<file path="config.mk">
export PLATFORM = sky130hd
export DESIGN_NAME = prog_loader
export DESIGN_NICKNAME = d
export VERILOG_FILES = /design/src/rtl/prog_loader.sv
export SDC_FILE = /design/constraint.sdc
export NUM_CORES = 1
export LEC_CHECK = 0
export CAP_MARGIN = 20
export CORE_ASPECT_RATIO = 1.1
export CORE_MARGIN = 8
export CORE_UTILIZATION = 54
export CTS_CLUSTER_DIAMETER = 150
export DETAILED_ROUTE_END_ITERATION = 7
export PLACE_DENSITY_LB_ADDON = 0.08
export SETUP_SLACK_MARGIN = 0.2
export SLEW_MARGIN = 30
export SYNTH_ARGS = -nofsm -noshare
export SYNTH_HDL_FRONTEND = slang
export SYNTH_SLANG_ARGS = --single-unit
</file>
<file path="constraint.sdc">
create_clock -name clk -period 2.3 [get_ports clk]
set_input_delay 0.345 -clock clk [delete_from_list [all_inputs] [get_ports clk]]
set_output_delay 0.345 -clock clk [all_outputs]
set_load 0.02 [all_outputs]
</file>
<file path="src/rtl/prog_loader.sv">
// Instruction-memory writer: unpacks a framed byte stream into little-endian
// 32-bit words, writes them from BASE_ADDR upward, then checks the XOR checksum.
module prog_loader #(
  parameter logic [31:0] BASE_ADDR = 32'd128,
  parameter int          MAX_WORDS = 64
) (
  input  logic        clk,
  input  logic        rst_n,
  input  logic        start,
  input  logic [7:0]  byte_in,
  input  logic        byte_valid,
  output logic        byte_ready,
  output logic        mem_we,
  output logic [31:0] mem_addr,
  output logic [31:0] mem_wdata,
  output logic [15:0] words_done,
  output logic        done,
  output logic        error
);

  localparam logic [2:0] S_HDR0 = 3'd0;
  localparam logic [2:0] S_HDR1 = 3'd1;
  localparam logic [2:0] S_DATA = 3'd2;
  localparam logic [2:0] S_CSUM = 3'd3;
  localparam logic [2:0] S_DONE = 3'd4;
  localparam logic [2:0] S_ERR  = 3'd5;

  localparam logic [15:0] MAXW = 16'(MAX_WORDS);

  logic [2:0]  state, state_nxt;
  logic [7:0]  nlo;
  logic [15:0] nwords;
  logic [15:0] wcnt;
  logic [1:0]  kidx;
  logic [23:0] wbuf;
  logic [7:0]  csum;
  logic        take;
  logic [15:0] hdr_n;

  assign take  = byte_valid & byte_ready;
  assign hdr_n = {byte_in, nlo};

  always_comb begin
    state_nxt = state;
    case (state)
      S_HDR0: if (take) state_nxt = S_HDR1;
      S_HDR1: if (take) begin
        if (hdr_n == 16'd0)    state_nxt = S_CSUM;
        else if (hdr_n > MAXW) state_nxt = S_ERR;
        else                   state_nxt = S_DATA;
      end
      S_DATA: if (take && kidx == 2'd3 && (wcnt + 16'd1) == nwords) state_nxt = S_CSUM;
      S_CSUM: if (take) state_nxt = (byte_in == csum) ? S_DONE : S_ERR;
      S_DONE, S_ERR: if (start) state_nxt = S_HDR0;
      default: state_nxt = S_HDR0;
    endcase
  end

  always_ff @(posedge clk or negedge rst_n) begin
    if (!rst_n) begin
      state      <= S_HDR0;
      byte_ready <= 1'b0;
      mem_we     <= 1'b0;
      mem_addr   <= BASE_ADDR;
      mem_wdata  <= 32'd0;
      words_done <= 16'd0;
      done       <= 1'b0;
      error      <= 1'b0;
      csum       <= 8'd0;
      kidx       <= 2'd0;
      nlo        <= 8'd0;
      nwords     <= 16'd0;
      wcnt       <= 16'd0;
      wbuf       <= 24'd0;
    end else begin
      state      <= state_nxt;
      byte_ready <= (state_nxt != S_DONE) && (state_nxt != S_ERR);

      // A write strobe lives exactly one cycle; retire it and advance the address.
      if (mem_we) begin
        mem_we     <= 1'b0;
        mem_addr   <= mem_addr + 32'd4;
        words_done <= words_done + 16'd1;
      end

      case (state)
        S_HDR0: if (take) nlo <= byte_in;
        S_HDR1: if (take) begin
          nwords <= hdr_n;
          wcnt   <= 16'd0;
          kidx   <= 2'd0;
          if (hdr_n > MAXW) error <= 1'b1;
        end
        S_DATA: if (take) begin
          csum <= csum ^ byte_in;
          kidx <= kidx + 2'd1;
          case (kidx)
            2'd0: wbuf[7:0]   <= byte_in;
            2'd1: wbuf[15:8]  <= byte_in;
            2'd2: wbuf[23:16] <= byte_in;
            default: begin
              mem_we    <= 1'b1;
              mem_wdata <= {byte_in, wbuf};
              wcnt      <= wcnt + 16'd1;
            end
          endcase
        end
        S_CSUM: if (take) begin
          if (byte_in == csum) done  <= 1'b1;
          else                 error <= 1'b1;
        end
        S_DONE, S_ERR: if (start) begin
          done       <= 1'b0;
          error      <= 1'b0;
          words_done <= 16'd0;
          csum       <= 8'd0;
          kidx       <= 2'd0;
          mem_addr   <= BASE_ADDR;
        end
        default: ;
      endcase
    end
  end

endmodule

</file>
; ---- Word-level counts from Yosys, hierarchy flattened
; Index checks and enable logic that the tools add are counted.
[totals]
register_bits = 161
input_bits = 12
out_inout_bits = 84
wordCells = 106
[classes]
n_addsub = 4
order_cmp = 1
n_eq_ne = 20
mux = 38
bitwise_logic = 3
reduce_logical = 24
[ops]
columns = operator, n
row1 = two-way mux 16 bit, 6
row2 = two-way mux 32 bit, 3
row3 = adder 16 x 1 -> 16 bit (second input constant), 2
row4 = adder 32 x 3 -> 32 bit (second input constant), 1
row5 = case mux 16 bit (2 select lines), 1
row6 = two-way mux 3 bit, 7
row7 = == test 16 bit, 1
row8 = > comparator 16 x 7 -> 1 bit (second input constant), 1
row9 = zero test 16 bit, 1
row10 = two-way mux 8 bit, 2
row11 = != test 2 bit (second input constant), 8
row12 = case mux 8 bit (2 select lines), 1
row13 = case mux 3 bit (5 select lines), 1
row14 = AND reduction 3 bit, 5
row15 = AND reduction 4 bit, 3
row16 = two-way mux 1 bit, 11
row17 = == test 8 bit, 1
row18 = XOR 8 bit, 1
row19 = == test 3 x 2 -> 1 bit (second input constant), 2
row20 = == test 3 bit (second input constant), 2
row21 = two-way mux 2 bit, 3
row22 = != test 3 bit (second input constant), 2
row23 = case mux 2 bit (3 select lines), 1
row24 = AND reduction 6 bit, 1
row25 = other kinds (16), 23

; ---- Logic depth before layout (Yosys ltp)
[logic_depth]
depth_word = 7
depth_mapped = 9
mapped_depth_nobuf = 8

; ---- Worst setup path before layout
; No wires, ideal clock.
[synth_timing]
path_kind = flip-flop to flip-flop
from = register mem_addr[7]
to = register mem_addr[25]
setup_time_ps = 78
t_arrival_ps = 1782
required_ps = 2222
slack_ps = 440
path_stages_with_launch = 7
path_cell_list = dfstp_2 -> nand4_2 -> or2_4 -> nor3_4 -> nand4_1 -> or2_0 -> a21oi_1
[synth_via]
elab_chain_cells = 4
[synth_rtl]
columns = element, line
row1 = "start, declared", 14  ; output logic [31:0] mem_addr,
row2 = "start signal, assigned", 82  ; mem_addr <= mem_addr + 32'd4;
row3 = adder 32 x 3 -> 32 bit *, 82
row4 = two-way mux 32 bit *, 80  ; if (mem_we) begin
row5 = two-way mux 32 bit, 112  ; S_DONE, S_ERR: if (start) begin
row6 = two-way mux 32 bit *, 86  ; case (state)
; Mark *: on every way between the ends. The rest lies on a longest branch, timed or not.
; A chain may end at the register's enable or synchronous reset.

; ---- Worst setup path in the final report
[layout_timing]
from = register wcnt[2]
to = register state[0]
[layout_via]
elab_chain_cells = 5
[layout_rtl]
columns = element, line
row1 = "start, declared", 33  ; logic [15:0] wcnt;
row2 = "start signal, assigned", 104  ; wcnt <= wcnt + 16'd1;
row3 = adder 16 x 1 -> 16 bit, 52  ; S_DATA: if (take && kidx == 2'd3 && (wcnt + 16'd1) == nwords) state_nxt = S_CSUM;
row4 = == test 16 bit, 52
row5 = logical AND 1 bit, 52
row6 = two-way mux 3 bit, 52
row7 = case mux 3 bit (5 select lines), 45  ; case (state)
row8 = named net state_nxt[0], 30  ; logic [2:0] state, state_nxt;
row9 = "end signal, assigned", 76  ; state <= state_nxt;
row10 = "end, declared", 30
; The timed path passes the listed nets, and every way through them passes these cells.

==> reports/qor.csv <==
stage,metric,value,unit
global_route,grt_pass1_wl,29100,um
pwr,pwr-share-seq,0.454,
global_route,top_usage_layer,met2,
clock_network,path_clk_slew,70,ps
die,io_pins,96,
die,initial_core_util,0.548,
pwr,sw_frac_of_total,0.298,
clock_network,cts_buffers,17,
global_route,antenna_found_initial,0,
synth,syn_area,0.00752,sq mm
pwr,combPwrFrac,0.186,
timing,worst_slew_margin_rel,0.667,
synth,ys_types,59,
finish,drive_gt1_frac,0.205,
synth,synth.yosys.seq_area_share,0.529,
global_route,grt.overflow.total,0,
timing,setup_viol,0,
worst_setup_path,path_class,flip-flop to flip-flop,
finish,antenna_cells,0,
worst_setup_path,cp_data_required_time,2640,ps
clock_network,cts_num_sinks,159,
run,drv_cap,0,
clock_network,cts_root_buf,clkbuf_16,
global_route,met1_usage,0.248,
synth,synth-async-reset-ratio,1.00,
routing,vias,5384,
global_route,use_met2,0.341,
synth,synth_top_cell_area_share,0.525,
clock_network,cts_buffer_depth,2,
worst_setup_path,arrival,2340,ps
synth,synth-seq-cells,159,
pwr,p_sw,0.00218,W
synth,avgSynthCellArea,11.1,sq um
die,die_w,129,um
worst_setup_path,slowest_delay,490,ps
timing,drv_slew,0,
timing,fmaxAchievable,501,MHz
finish,stdcell_area,0.00938,sq mm
timing,clock_skew,9.03,ps
die,core,0.0137,sq mm
status,status,"complete, no violations",
timing,hold_viol,0,
routing,avgRoutedWirePerCell,17.5,um
global_route,grt_usage,0.203,
synth,ys.flop_type,dfrtp_1,
worst_setup_path,endpoint_kind,flip-flop,
timing,finalSetupTns,0,ps
worst_setup_path,crit_slowest_cell,dfrtp_1,
pwr,ir_drop,0.479,mV
synth,yosysTopAreaCell,dfrtp_1,
pwr,internal_power,0.00513,W
timing,finalCriticalPeriod,1990,ps
routing,ant_nets,0,
finish,final_cells,993,
place,gp_congestion,0.833,
timing,fin_crit_sh,0.867,
routing,drt-initial-drc-count,346,
synth,synth_edf_count,0,
routing,drc,0,
timing,rsz0062_at_grt,yes,
routing,viasPerCell,5.42,
clock_network,htree_levels,4,
die,dieArea,0.0180,sq mm
routing,wirelength,17300,um
global_route,grt_pass1_vias,5667,
finish,areaGrowthSynthToFinish,24.7,%
synth,synth_warnings,0,
timing,hold_ws,383,ps
pwr,clockPowerShare,0.360,
die,dieHeight,140,um
worst_setup_path,crit_chain,nand4_2 -> nor4_4 -> nor3_1 -> nor4_1 -> o2111ai_1 -> o21ai_1,
worst_setup_path,cp_max_fo,7,
global_route,grt_use_met3,0.0478,
worst_setup_path,crit_path_start_kind,flip-flop,
synth,syn_inst,680,
routing,dr.pass1.iters,4,
pwr,powerDensity,779,mW/mm^2
timing,worst_pin_slew,496,ps
place,place_hpwl,12300,um
place,dp_cells,957,
global_route,grt_max_degree,75,
synth,synth_area_leaders,"dfrtp_1 (53%), mux2_2 (11%), xor2_1 (4.8%)",
worst_hold_path,min_path_type,primary input to asynchronous set/reset pin,
place,port_buffers,93,
pwr,p_total,0.00731,W
clock_network,tritoncts,yes,
die,num_rows,45,
finish,nets,812,
synth,synthTopCellsByCount,"dfrtp_1 (158), mux2_2 (74), nand2_1 (74)",
clock_network,clk_latency,420,ps
pwr,p_leak,4.33,nW
place,dpl_cell_area,0.00878,sq mm
synth,yosysMostFrequentCell,dfrtp_1,
[critical path, delay by kind of cell, from the launching register on]
kind,cells,cell delay [ps]
and+or+nand+nor,4,1050
DFF,1,490
AOI/OAI and AO/OA,2,380
[registers in the layout, summed over array words and instances (netlist names), 8 cells and up]
signal      flops
csum            8
mem_addr       30
mem_wdata      32
nlo             8
nwords         16
wbuf           24
wcnt           16
words_done     16
[path summary, 6_finish.rpt]
| path | from | to | slack (ps) | cells after the start |
|---|---|---|---|---|
| max in group asynchronous | rst_n | wcnt[3]$_DFFE_PN0P_ | 1140 | 3 |
| worst max-delay path | wcnt[2]$_DFFE_PN0P_ | state[0]$_DFF_PN0_ | 310 | 6 |
| worst min register to register | mem_wdata[26]$_DFFE_PN0P_ | mem_wdata[26]$_DFFE_PN0P_ | 490 | 2 |
| worst min-delay path | rst_n | wcnt[8]$_DFFE_PN0P_ | 380 | 2 |
| min in group clk | mem_wdata[26]$_DFFE_PN0P_ | mem_wdata[26]$_DFFE_PN0P_ | 490 | 2 |
| worst max register to register | wcnt[2]$_DFFE_PN0P_ | state[0]$_DFF_PN0_ | 310 | 6 |
[placed cells by master, fill, tap and decap left out, types with 10 or more instances in the layout]
| master | count |
|---|---|
| a21oi_1 | 22 |
| buf_4 | 29 |
| clkbuf_16 | 17 |
| clkdlybuf4s50_1 | 92 |
| dfrtp_1 | 157 |
| inv_1 | 10 |
| mux2_2 | 74 |
| mux2i_1 | 13 |
| nand2_1 | 74 |
| nand3_1 | 24 |
| nand4_1 | 15 |
| nor2_1 | 72 |
| nor3_1 | 12 |
| o21ai_0 | 20 |
| xnor2_1 | 28 |
| xor2_1 | 41 |
[stage by stage]
| stage | utilization | worst slack (ps) |
|---|---|---|
| 2_1_floorplan | - | 440 |
| 3_3_place_gp | 0.639 | 110 |
| 3_5_place_dp | 0.639 | 27.4 |
| 4_1_cts | 0.681 | 261 |
| 5_1_grt | 0.683 | 188 |
| 6_report | 0.683 | 305 |
[area by class of cell]
class / instances / area, sq um
fill: 1072 / 4350
tap: 188 / 235
clock buffer: 17 / 425
clock inverter: 15 / 133
sequential: 159 / 3980
inverter: 11 / 42.5
timing repair buffer: 126 / 1220
multi-input combinational: 477 / 3350
[kinds of logic (layout without fill, tap and decap cells)]
group	count (synthesis)	count (layout)	synth area share
mux	87	87	0.128
xor+xnor	69	69	0.0803
other cells	1	2	0.000498
compound gates	65	65	0.0517
flops	159	159	0.529
buf+inv	45	169	0.0296
fa+ha+maj	8	8	0.0133
simple gates	246	246	0.168
[what timing repair did]
item                                    CTS  global route
buffers inserted                          0             3
gates cloned                              0             0
endpoints found under the setup margin    1             2
pin swaps                                 0             1
endpoints found under the hold margin    35             0
hold buffers                              1             0
resized for setup                         1             3
[routing by layer]
| layer | part of all wire | routed length [um] |
|---|---|---|
| met1 | 0.42 | 7300 |
| met2 | 0.52 | 9030 |
| met3 | 0.040 | 702 |
| met4 | 0.018 | 304 |
| met5 | 0 | 0 |
[power groups by stage]
stage / sequential, W / clock (W) / combinational [W]
floorplan: 0.00331 / 0 / 0.000942
global placement: 0.00334 / 0 / 0.00131
detailed placement: 0.00336 / 0 / 0.00136
CTS: 0.00331 / 0.00269 / 0.00137
global route: 0.00336 / 0.00280 / 0.00150
finish: 0.00332 / 0.00263 / 0.00136
(Power assumes the default switching activity.)
